$ cat config.mk
export PLATFORM = sky130hd
export DESIGN_NAME = fft_addr_sched
export DESIGN_NICKNAME = d
export VERILOG_FILES = /design/src/rtl/fft_addr_sched.sv
export SDC_FILE = /design/constraint.sdc
export NUM_CORES = 1
export LEC_CHECK = 0
export ABC_AREA = 1
export BUFFER_PORTS_ARGS = -buffer_cell sky130_fd_sc_hd__buf_4
export CAP_MARGIN = 10
export CORE_ASPECT_RATIO = 1.4
export CORE_UTILIZATION = 40
export DETAILED_ROUTE_END_ITERATION = 16
export PLACE_DENSITY = 0.56
export RECOVER_POWER = 100
export SYNTH_ARGS = -nofsm -noshare
export SYNTH_HDL_FRONTEND = slang
export SYNTH_SLANG_ARGS = --single-unit
$ cat constraint.sdc
create_clock -name iCLK -period 3.4 [get_ports iCLK]
set_input_delay 0 -clock iCLK [delete_from_list [all_inputs] [get_ports iCLK]]
set_output_delay 0 -clock iCLK [all_outputs]
set_load 0.01 [all_outputs]
$ cat src/rtl/fft_addr_sched.sv
// Address sequencer for an in-place radix-2 DIT FFT: issues butterfly read/twiddle
// addresses stage by stage and replays them as write-back addresses PIPE cycles later.
module fft_addr_sched #(
   parameter int N_LOG2 = 8,
   parameter int PIPE   = 3
) (
   input  logic                             iCLK,
   input  logic                             iRESET,
   input  logic                             iSTART,
   input  logic                             iABORT,
   output logic                             oRD_EN,
   output logic [N_LOG2-1:0]                oRD_ADDR_A,
   output logic [N_LOG2-1:0]                oRD_ADDR_B,
   output logic [N_LOG2-2:0]                oTW_ADDR,
   output logic                             oWR_EN,
   output logic [N_LOG2-1:0]                oWR_ADDR_A,
   output logic [N_LOG2-1:0]                oWR_ADDR_B,
   output logic [$clog2(N_LOG2+1)-1:0]      oSTAGE,
   output logic                             oBUSY,
   output logic                             oDONE
);

   localparam int KW = N_LOG2 - 1;
   localparam int SW = $clog2(N_LOG2 + 1);
   localparam int DW = (PIPE > 1) ? $clog2(PIPE) : 1;

   localparam logic [KW-1:0]     K_LAST = '1;
   localparam logic [KW-1:0]     K_ONE  = KW'(1);
   localparam logic [SW-1:0]     S_LAST = SW'(N_LOG2 - 1);
   localparam logic [SW-1:0]     S_ONE  = SW'(1);
   localparam logic [DW-1:0]     D_LAST = DW'(PIPE - 1);
   localparam logic [DW-1:0]     D_ONE  = DW'(1);
   localparam logic [N_LOG2-1:0] N_ONE  = N_LOG2'(1);

   typedef enum logic [1:0] {
      S_IDLE,
      S_RUN,
      S_DRAIN,
      S_DONE
   } state_t;

   state_t            state_reg, state_next;
   logic [SW-1:0]     s_reg, s_next;
   logic [KW-1:0]     k_reg, k_next;
   logic [DW-1:0]     d_reg, d_next;

   logic              rd_en_reg;
   logic [N_LOG2-1:0] rd_a_reg;
   logic [N_LOG2-1:0] rd_b_reg;
   logic [KW-1:0]     tw_reg;
   logic [SW-1:0]     stage_reg;
   logic              busy_reg;
   logic              done_reg;

   // Next-state logic; abort overrides everything, including a start in IDLE.
   always_comb begin
      state_next = state_reg;
      s_next     = s_reg;
      k_next     = k_reg;
      d_next     = d_reg;
      if (iABORT) begin
         state_next = S_IDLE;
         s_next     = '0;
         k_next     = '0;
         d_next     = '0;
      end else begin
         case (state_reg)
            S_IDLE: begin
               if (iSTART) begin
                  state_next = S_RUN;
                  s_next     = '0;
                  k_next     = '0;
                  d_next     = '0;
               end
            end
            S_RUN: begin
               if (k_reg != K_LAST) begin
                  k_next = k_reg + K_ONE;
               end else begin
                  state_next = S_DRAIN;
                  d_next     = '0;
               end
            end
            S_DRAIN: begin
               if (d_reg != D_LAST) begin
                  d_next = d_reg + D_ONE;
               end else if (s_reg != S_LAST) begin
                  state_next = S_RUN;
                  s_next     = s_reg + S_ONE;
                  k_next     = '0;
               end else begin
                  state_next = S_DONE;
               end
            end
            S_DONE: begin
               state_next = S_IDLE;
               s_next     = '0;
               k_next     = '0;
               d_next     = '0;
            end
            default: begin
               state_next = S_IDLE;
               s_next     = '0;
               k_next     = '0;
               d_next     = '0;
            end
         endcase
      end
   end

   // Butterfly address math on the next counter values so outputs can be registered
   // and still appear in the first RUN cycle.
   logic [N_LOG2-1:0] k_ext;
   logic [N_LOG2-1:0] half;
   logic [N_LOG2-1:0] pos;
   logic [N_LOG2-1:0] grp;
   logic [N_LOG2-1:0] a_calc;
   logic [N_LOG2-1:0] b_calc;
   logic [N_LOG2-1:0] tw_shift;
   logic [KW-1:0]     tw_calc;

   assign k_ext    = {1'b0, k_next};
   assign half     = N_ONE << s_next;
   assign pos      = k_ext & (half - N_ONE);
   assign grp      = k_ext >> s_next;
   assign a_calc   = (grp << (s_next + S_ONE)) | pos;
   assign b_calc   = a_calc | half;
   assign tw_shift = pos << (S_LAST - s_next);
   assign tw_calc  = tw_shift[KW-1:0];

   always_ff @(posedge iCLK or posedge iRESET) begin
      if (iRESET) begin
         state_reg <= S_IDLE;
         s_reg     <= '0;
         k_reg     <= '0;
         d_reg     <= '0;
         rd_en_reg <= 1'b0;
         rd_a_reg  <= '0;
         rd_b_reg  <= '0;
         tw_reg    <= '0;
         stage_reg <= '0;
         busy_reg  <= 1'b0;
         done_reg  <= 1'b0;
      end else begin
         state_reg <= state_next;
         s_reg     <= s_next;
         k_reg     <= k_next;
         d_reg     <= d_next;
         rd_en_reg <= (state_next == S_RUN);
         if (state_next == S_RUN) begin
            rd_a_reg <= a_calc;
            rd_b_reg <= b_calc;
            tw_reg   <= tw_calc;
         end
         stage_reg <= s_next;
         busy_reg  <= (state_next == S_RUN) || (state_next == S_DRAIN);
         done_reg  <= (state_next == S_DONE);
      end
   end

   // Write-back delay line; the read registers form the first delay so the
   // last tap lines up exactly PIPE cycles after the read.
   generate
      for (genvar gi = 0; gi < PIPE; gi++) begin : pipe_stg
         logic              v_reg;
         logic [N_LOG2-1:0] a_reg;
         logic [N_LOG2-1:0] b_reg;
         logic              v_in;
         logic [N_LOG2-1:0] a_in;
         logic [N_LOG2-1:0] b_in;

         if (gi == 0) begin : g_head
            assign v_in = rd_en_reg;
            assign a_in = rd_a_reg;
            assign b_in = rd_b_reg;
         end else begin : g_tail
            assign v_in = pipe_stg[gi-1].v_reg;
            assign a_in = pipe_stg[gi-1].a_reg;
            assign b_in = pipe_stg[gi-1].b_reg;
         end

         always_ff @(posedge iCLK or posedge iRESET) begin
            if (iRESET) begin
               v_reg <= 1'b0;
               a_reg <= '0;
               b_reg <= '0;
            end else begin
               v_reg <= v_in & ~iABORT;
               a_reg <= a_in;
               b_reg <= b_in;
            end
         end
      end
   endgenerate

   assign oRD_EN     = rd_en_reg;
   assign oRD_ADDR_A = rd_a_reg;
   assign oRD_ADDR_B = rd_b_reg;
   assign oTW_ADDR   = tw_reg;
   assign oWR_EN     = pipe_stg[PIPE-1].v_reg;
   assign oWR_ADDR_A = pipe_stg[PIPE-1].a_reg;
   assign oWR_ADDR_B = pipe_stg[PIPE-1].b_reg;
   assign oSTAGE     = stage_reg;
   assign oBUSY      = busy_reg;
   assign oDONE      = done_reg;

endmodule

==> results.tsv, run 1 <==
stage	metric	value	unit
status	outcome	complete, no violations	
run	Max Cap Viol	0	
die	I/O Pins	51	
worst_setup_path	CP max FO	16	
drt	Residual DRC	0	
timing	worst slew pin tran	1.33	ns
drt	vias per cell	4.96	
timing	Max transition margin	11.5	%
die	Die Wd	89.6	µm
clock_network	Sink Count	92	
global_routing	vias in the first global route	3297	
drt	Post-DRT Antenna Nets	0	
layout	most common cell after layout, fill and taps aside	nand2_1	
layout	commonest cells after routing, fill and taps aside	nand2_1 (127), dfrtp_1 (92), nand3_1 (68)	
logic_synthesis	Mapped Nets	511	
timing	Total Neg Setup Slack	0	ns
worst_setup_path	CP Cell Sequence	dlygate4sd3_1 > clkbuf_1 > inv_1 > nand2_2 > nand2_2 > nor2_4 > inv_2 > ha_1 > xnor2_1 > nand2_1 > nand2_1 > nand3_1 > nand2_1 > o21ai_0 > inv_1 > nand2_1 > nand2_1	
logic_synthesis	Yosys cell types	34	
placement	RePlAce Congestion	0.916	
timing	hold slack	0.217	ns
worst_setup_path	Worst setup EP type	register	
worst_setup_path	Req. time, crit path	3.63	ns
logic_synthesis	cell count after synthesis	498	
die	Placeable Area	0.0104	mm²
clock_network	CTS Root Buffer Type	clkbuf_16	
timing	Worst Skew	0.0107	ns
clock_network	clock buffer depth	2	
drt	Via Count	3474	
power_and_ir_drop	Leakage Power	2.44	nW
worst_setup_path	Crit path max-delay family	buffers and inverters	
clock_network	Clock Latency Late Sink	0.34	ns
worst_setup_path	CP Launch Type	input pin	
worst_setup_path	WP data arrival	3.30	ns
worst_setup_path	critical setup path kind	input pin to register	
timing	Pins Over Slew Limit	0	
drt	DR pass1 iterations	4	
worst_setup_path	CP max-delay cell	clkbuf_1	
global_routing	first-pass GRT wire length	17.1	mm
layout	NumNets Final	571	
clock_network	CTS tree	done	
timing	fmax	326	MHz
clock_network	CTS clk-pin slew, worst paths	0.06	ns
global_routing	GRT overflow	0	
power_and_ir_drop	PwrDens	520	mW/mm²
placement	I/O Buffers	50	
drt	Post-Route WL	10.5	mm
logic_synthesis	syn_area_per_cell	8.63	µm²
layout	share of layout cells above drive strength 1	11.4	%
clock_network	number of setup buffers added after CTS	0	
timing	Final min period	3.07	ns
die	die height	125	µm
global_routing	pin count of the biggest net entering global routing	40	
logic_synthesis	FF+latch count, synth	92	
power_and_ir_drop	peak supply drop	301	µV
placement	DP Wirelength	7.91	mm
layout	area growth from synthesis to layout	15.4	%
drt	Detailed Route Iter0 Violations	160	
global_routing	total track usage	20.6	%
timing	RSZ-0062 raised after global routing	no	
worst_setup_path	CP dominant cell by count	nand2_1	
drt	drt wl/cell	15.0	µm
timing	final setup vio count	0	
min_path	Hold Path Class	input pin to register	
clock_network	Clock H-tree levels	3	
layout	ANT cells	0	
worst_setup_path	Crit path largest cell delay	0.61	ns
global_routing	initial antenna violation count	0	
die	row count	44	
worst_setup_path	buffers and inverters on the worst path	5	
die	Initial Util	41.3	%
timing	Final period util	90.2	%
logic_synthesis	Post-Syn Area	0.00430	mm²
logic_synthesis	synth warn	0	
timing	Final Hold Fails	0	
logic_synthesis	Seq/Total Area, Yosys	53.6	%
clock_network	CTS Buf Count	9	
die	die area	0.0112	mm²
[synthesized netlist by cell type]
cell,instances,share of area (%)
inv_4,1,0.15
buf_6,2,0.52
nor2_2,2,0.29
inv_1,51,4.5
o211ai_1,2,0.35
a211oi_1,1,0.17
a22o_1,1,0.20
nor2_1,34,3.0
nand3b_2,1,0.26
o21ai_1,5,0.58
nand3_1,67,7.8
a21oi_2,1,0.20
buf_2,4,0.47
or2_2,3,0.44
o21ai_2,2,0.41
a21oi_1,19,2.2
o41ai_1,1,0.20
xnor2_1,1,0.20
nand3b_1,1,0.17
clkbuf_1,4,0.35
a31oi_1,4,0.58
nand3_2,5,1.2
o21ai_0,14,1.6
nand2_4,3,0.79
dfrtp_1,92,54
nand2_1,125,11
inv_2,8,0.70
clkinv_1,1,0.087
and2_1,1,0.15
ha_1,9,2.6
nor2_4,5,1.3
nand2_2,12,1.7
buf_4,1,0.17
nand4_1,15,2.2
[final timing paths]
check	start	endpoint	slack, ns	depth (start not counted)
worst min register to register	pipe_stg[0].b_reg[3]	pipe_stg[1].b_reg[3]	0.35	0
worst max register to register	oSTAGE[0]	oTW_ADDR[6]	0.36	19
worst max-delay path	iABORT	oTW_ADDR[6]	0.33	17
max in group asynchronous	iRESET	oTW_ADDR[6]	1.17	4
worst min-delay path	iSTART	k_reg[5]	0.22	6
min in group asynchronous	iRESET	oWR_ADDR_B[2]	0.49	3
[where the power goes]
group	internal (W)	leakage, nW	total, W	switching, W
Clock	0.000521	0.148	0.000979	0.000459
Combinational	0.0000922	1.14	0.000295	0.000203
Sequential	0.00124	1.16	0.00130	0.0000620
[per-stage QoR]
| step | instance area (µm²) | setup WS, ns | std cells | power (W) | util, % |
|---|---|---|---|---|---|
| 2_1_floorplan | 4300 | 0.610 | 498 | 0.00150 | - |
| 3_5_place_dp | 4840 | 0.369 | 683 | 0.00169 | 46.5 |
| 5_1_grt | 4960 | 0.0280 | 701 | 0.00273 | 47.7 |
| 3_3_place_gp | 4840 | 0.345 | 683 | 0.00168 | 46.5 |
| 6_report | 4960 | 0.332 | 701 | 0.00258 | 47.7 |
| 4_1_cts | 5160 | 0.343 | 701 | 0.00269 | 49.6 |
[metal layers]
layer / part of all wire (%) / track usage [%]
met5: 0 / 0
met4: 4.5 / 11.4
met3: 3.2 / 3.31
met2: 46 / 30.5
met1: 47 / 28.2
[logic make-up (layout without fill, tap and decap cells)]
group | count (synthesis) | after routing | share of synthesized area, %
simple gates | 274 | 274 | 30.2
flops | 92 | 92 | 53.6
buf+inv | 72 | 137 | 6.90
compound gates | 50 | 50 | 6.55
fa+ha+maj | 9 | 9 | 2.62
xor+xnor | 1 | 1 | 0.204
[what timing repair did]
item / CTS / global route
setup endpoints to repair: 0 / 0
hold endpoints to repair: 34 / 0
hold buffers: 2 / 0
gates resized for setup: 0 / 0
[layout make-up]
cell class	instances	area (µm²)
repair buffers	60	269
inverters	61	233
multi-input cells	334	1680
clock buffers	9	225
flip-flops and latches	92	2300
fillers	1068	5450
well taps	138	173
clock inverters	7	76.3
[worst register-to-register path: cells and delay by family (launching register included)]
family / cells / cell delay, ns
AO/OA/AOI/OAI: 1 / 0.15
XOR/XNOR: 1 / 0.15
adder cells (fa/ha/maj): 2 / 0.50
buffers and inverters: 2 / 0.15
flip-flops: 1 / 0.44
AND/OR/NAND/NOR: 13 / 1.53
(Power assumes the default switching activity.)
==> run 2: changes to the inputs <==
--- a/config.mk
+++ b/config.mk
@@ -11,7 +11,7 @@
 export CORE_ASPECT_RATIO = 1.4
 export CORE_UTILIZATION = 40
 export DETAILED_ROUTE_END_ITERATION = 16
-export PLACE_DENSITY = 0.56
+export PLACE_DENSITY = 0.62
 export RECOVER_POWER = 100
 export SYNTH_ARGS = -nofsm -noshare
 export SYNTH_HDL_FRONTEND = slang
==> results.tsv, run 2 (synthesis gave the netlist of run 1 again) <==
stage	metric	value	unit	change
timing	RSZ-0062 raised after global routing	no		
timing	worst slew pin tran	1.50	ns	+0.170 ns
timing	final setup vio count	0		unchanged
layout	most common cell after layout, fill and taps aside	nand2_1		
drt	drt wl/cell	15.4	µm	+2.2%
worst_setup_path	CP max FO	12		-4
drt	vias per cell	5.04		+1.7%
clock_network	number of setup buffers added after CTS	0		unchanged
drt	Post-Route WL	10.8	mm	+2.3%
drt	Residual DRC	0		unchanged
clock_network	Clock Latency Late Sink	0.34	ns	about the same
global_routing	vias in the first global route	3371		+2.2%
clock_network	CTS tree	done		
power_and_ir_drop	Psw	0.000721	W	-0.36%
power_and_ir_drop	Sw Share	28.1	%	about the same
worst_setup_path	WP data arrival	3.33	ns	+0.03 ns
timing	Final min period	3.05	ns	-0.0174 ns
timing	Final period util	89.7	%	-0.51 points
timing	fmax	328	MHz	+0.57%
placement	DP Wirelength	8.11	mm	+2.5%
die	I/O Pins	51		unchanged
timing	Pins Over Slew Limit	0		unchanged
worst_setup_path	CP Launch Type	register		
clock_network	CTS clk-pin slew, worst paths	0.07	ns	about the same
die	Die Wd	89.6	µm	unchanged
min_path	worst hold start	iSTART		
clock_network	Sink Count	92		unchanged
timing	Final Hold Fails	0		unchanged
status	failing checks	capacitance limit		
global_routing	first-pass GRT wire length	17.4	mm	+1.4%
run	Max Cap Viol	1		+1
global_routing	total track usage	21.1	%	+0.55 points
drt	DR pass1 iterations	4		unchanged
timing	Total Neg Setup Slack	0	ns	unchanged
drt	Post-DRT Antenna Nets	0		unchanged
layout	Non-Filler Instances	702		+0.14%
power_and_ir_drop	Leakage Power	2.46	nW	+0.87%
layout	ANT cells	0		unchanged
min_path	Hold Path Class	input pin to register		
layout	FF+latch area	0.00230	mm²	unchanged
power_and_ir_drop	internal power	0.00185	W	-0.43%
drt	Detailed Route Iter0 Violations	233		+46%
power_and_ir_drop	Comb pwr share	11.4	%	about the same
clock_network	clock buffer depth	2		unchanged
worst_setup_path	Worst setup EP type	register		
placement	placed cell count	684		+0.15%
layout	share of layout cells above drive strength 1	10.8	%	-0.55 points
die	die height	125	µm	unchanged
layout	commonest cells after routing, fill and taps aside	nand2_1 (127), dfrtp_1 (92), nand3_1 (68)		
layout	NumNets Final	572		+0.18%
power_and_ir_drop	peak supply drop	251	µV	-16%
worst_setup_path	Worst setup startpoint	oSTAGE[0]		
global_routing	pin count of the biggest net entering global routing	40		unchanged
timing	Max transition margin	0.235	%	-11 points
worst_setup_path	Critical R2R Launch	oSTAGE[0]		
global_routing	initial antenna violation count	0		unchanged
worst_setup_path	critical setup path kind	register to register		
status	outcome	finished with violations		
drt	Via Count	3537		+1.8%
worst_setup_path	Req. time, crit path	3.68	ns	+0.05 ns
die	die area	0.0112	mm²	unchanged
layout	fill count	1073		+0.47%
placement	I/O Buffers	50		unchanged
clock_network	Clock H-tree levels	3		unchanged
clock_network	CTS Root Buffer Type	clkbuf_16		
die	Placeable Area	0.0104	mm²	unchanged
layout	multi-input logic area	0.00168	mm²	-0.22%
timing	Worst Skew	0.00672	ns	-0.00393 ns
placement	RePlAce Congestion	0.870		-5.0%
die	row count	44		unchanged
timing	post-route setup slack	0.350	ns	+0.0174 ns
power_and_ir_drop	clock power share	37.7	%	-0.3 points
power_and_ir_drop	PwrDens	518	mW/mm²	-0.26%
placement	Setup WS pre-CTS	0.332	ns	-0.0378 ns
power_and_ir_drop	Flop pwr share	50.9	%	+0.4 points
clock_network	CTS Buf Count	9		unchanged
timing	hold slack	0.242	ns	+0.0249 ns
global_routing	GRT overflow	0		unchanged
die	Initial Util	41.3	%	unchanged
layout	area growth from synthesis to layout	15.2	%	
run 2: cell count changes in the layout (fill, tap and decap cells not counted), sizes merged:
| cell | previous run | this run |
|---|---|---|
| clkinv | 5 | 4 |
| clkinvlp | 1 | 2 |
| clkbuf | 60 | 61 |
run 2: path summary, 6_finish.rpt:
kind	end	slack, ns	cells after the start
max	oTW_ADDR[6]	0.35	19
min	k_reg[2]	0.24	6
max reg2reg	oTW_ADDR[6]	0.35	19
min reg2reg	pipe_stg[1].b_reg[0]	0.35	0
max in group asynchronous	oRD_ADDR_A[7]	1.12	4
min in group asynchronous	pipe_stg[1].v_reg	0.41	3
run 2: layer usage:
metal  track usage [%]  part of all wire [%]  up-vias  routed length, µm
met5                 0                     0        -                  0
met4              9.71                   3.5        0                381
met3              3.64                   3.5       28                377
met2              34.8                    50      100               5420
met1              26.5                    43     1672               4610
li1                  -                     -     1737                  -
run 2: stage by stage:
stage | total power (W) | utilization [%] | cell area (µm²)
final | 0.00257 | 47.6 | 4950
after global routing | 0.00270 | 47.6 | 4950
after CTS | 0.00267 | 49.6 | 5160
after detailed placement | 0.00169 | 46.6 | 4850
after global placement | 0.00168 | 46.6 | 4850
after floorplan | 0.00150 | - | 4300
run 2: worst max-delay path, cell delays in order, from the launching register on:
cell and delay [ns]:
dfrtp_1 0.43, ha_1 0.25, nand3_1 0.13, nand2_1 0.09, nand2_2 0.14, nand3b_1 0.10, nand2_2 0.23, nand2_2 0.15
nor2_4 0.18, inv_2 0.09, ha_1 0.22, xnor2_1 0.28, nand2_1 0.14, nand2_1 0.11, nand3_1 0.07, nand2_1 0.09
o21ai_0 0.10, inv_1 0.07, nand2_1 0.05, nand2_1 0.05
run 2: area by class of cell:
class                           instances  share of cell area [%]
Clock buffer                            9                    4.55
Inverter                               61                    4.70
Clock inverter                          7                    1.39
Sequential cell                        92                    46.5
Multi-Input combinational cell        334                    33.9
Timing Repair Buffer                   61                    5.51
Tap cell                              138                    3.49
run 2: power groups by stage:
stage | Sequential [W] | Combinational, W | Clock, W
6_report | 0.00131 | 0.000292 | 0.000968
5_1_grt | 0.00133 | 0.000332 | 0.00104
4_1_cts | 0.00131 | 0.000360 | 0.000998
3_5_place_dp | 0.00133 | 0.000357 | 0
3_3_place_gp | 0.00133 | 0.000358 | 0
2_1_floorplan | 0.00135 | 0.000155 | 0
run 2: what timing repair did:
action                                  4_1_cts  5_1_grt
hold buffers                                  2        0
gates resized for setup                       0        1
endpoints found under the setup margin        0        1
hold endpoints to repair                     30        0
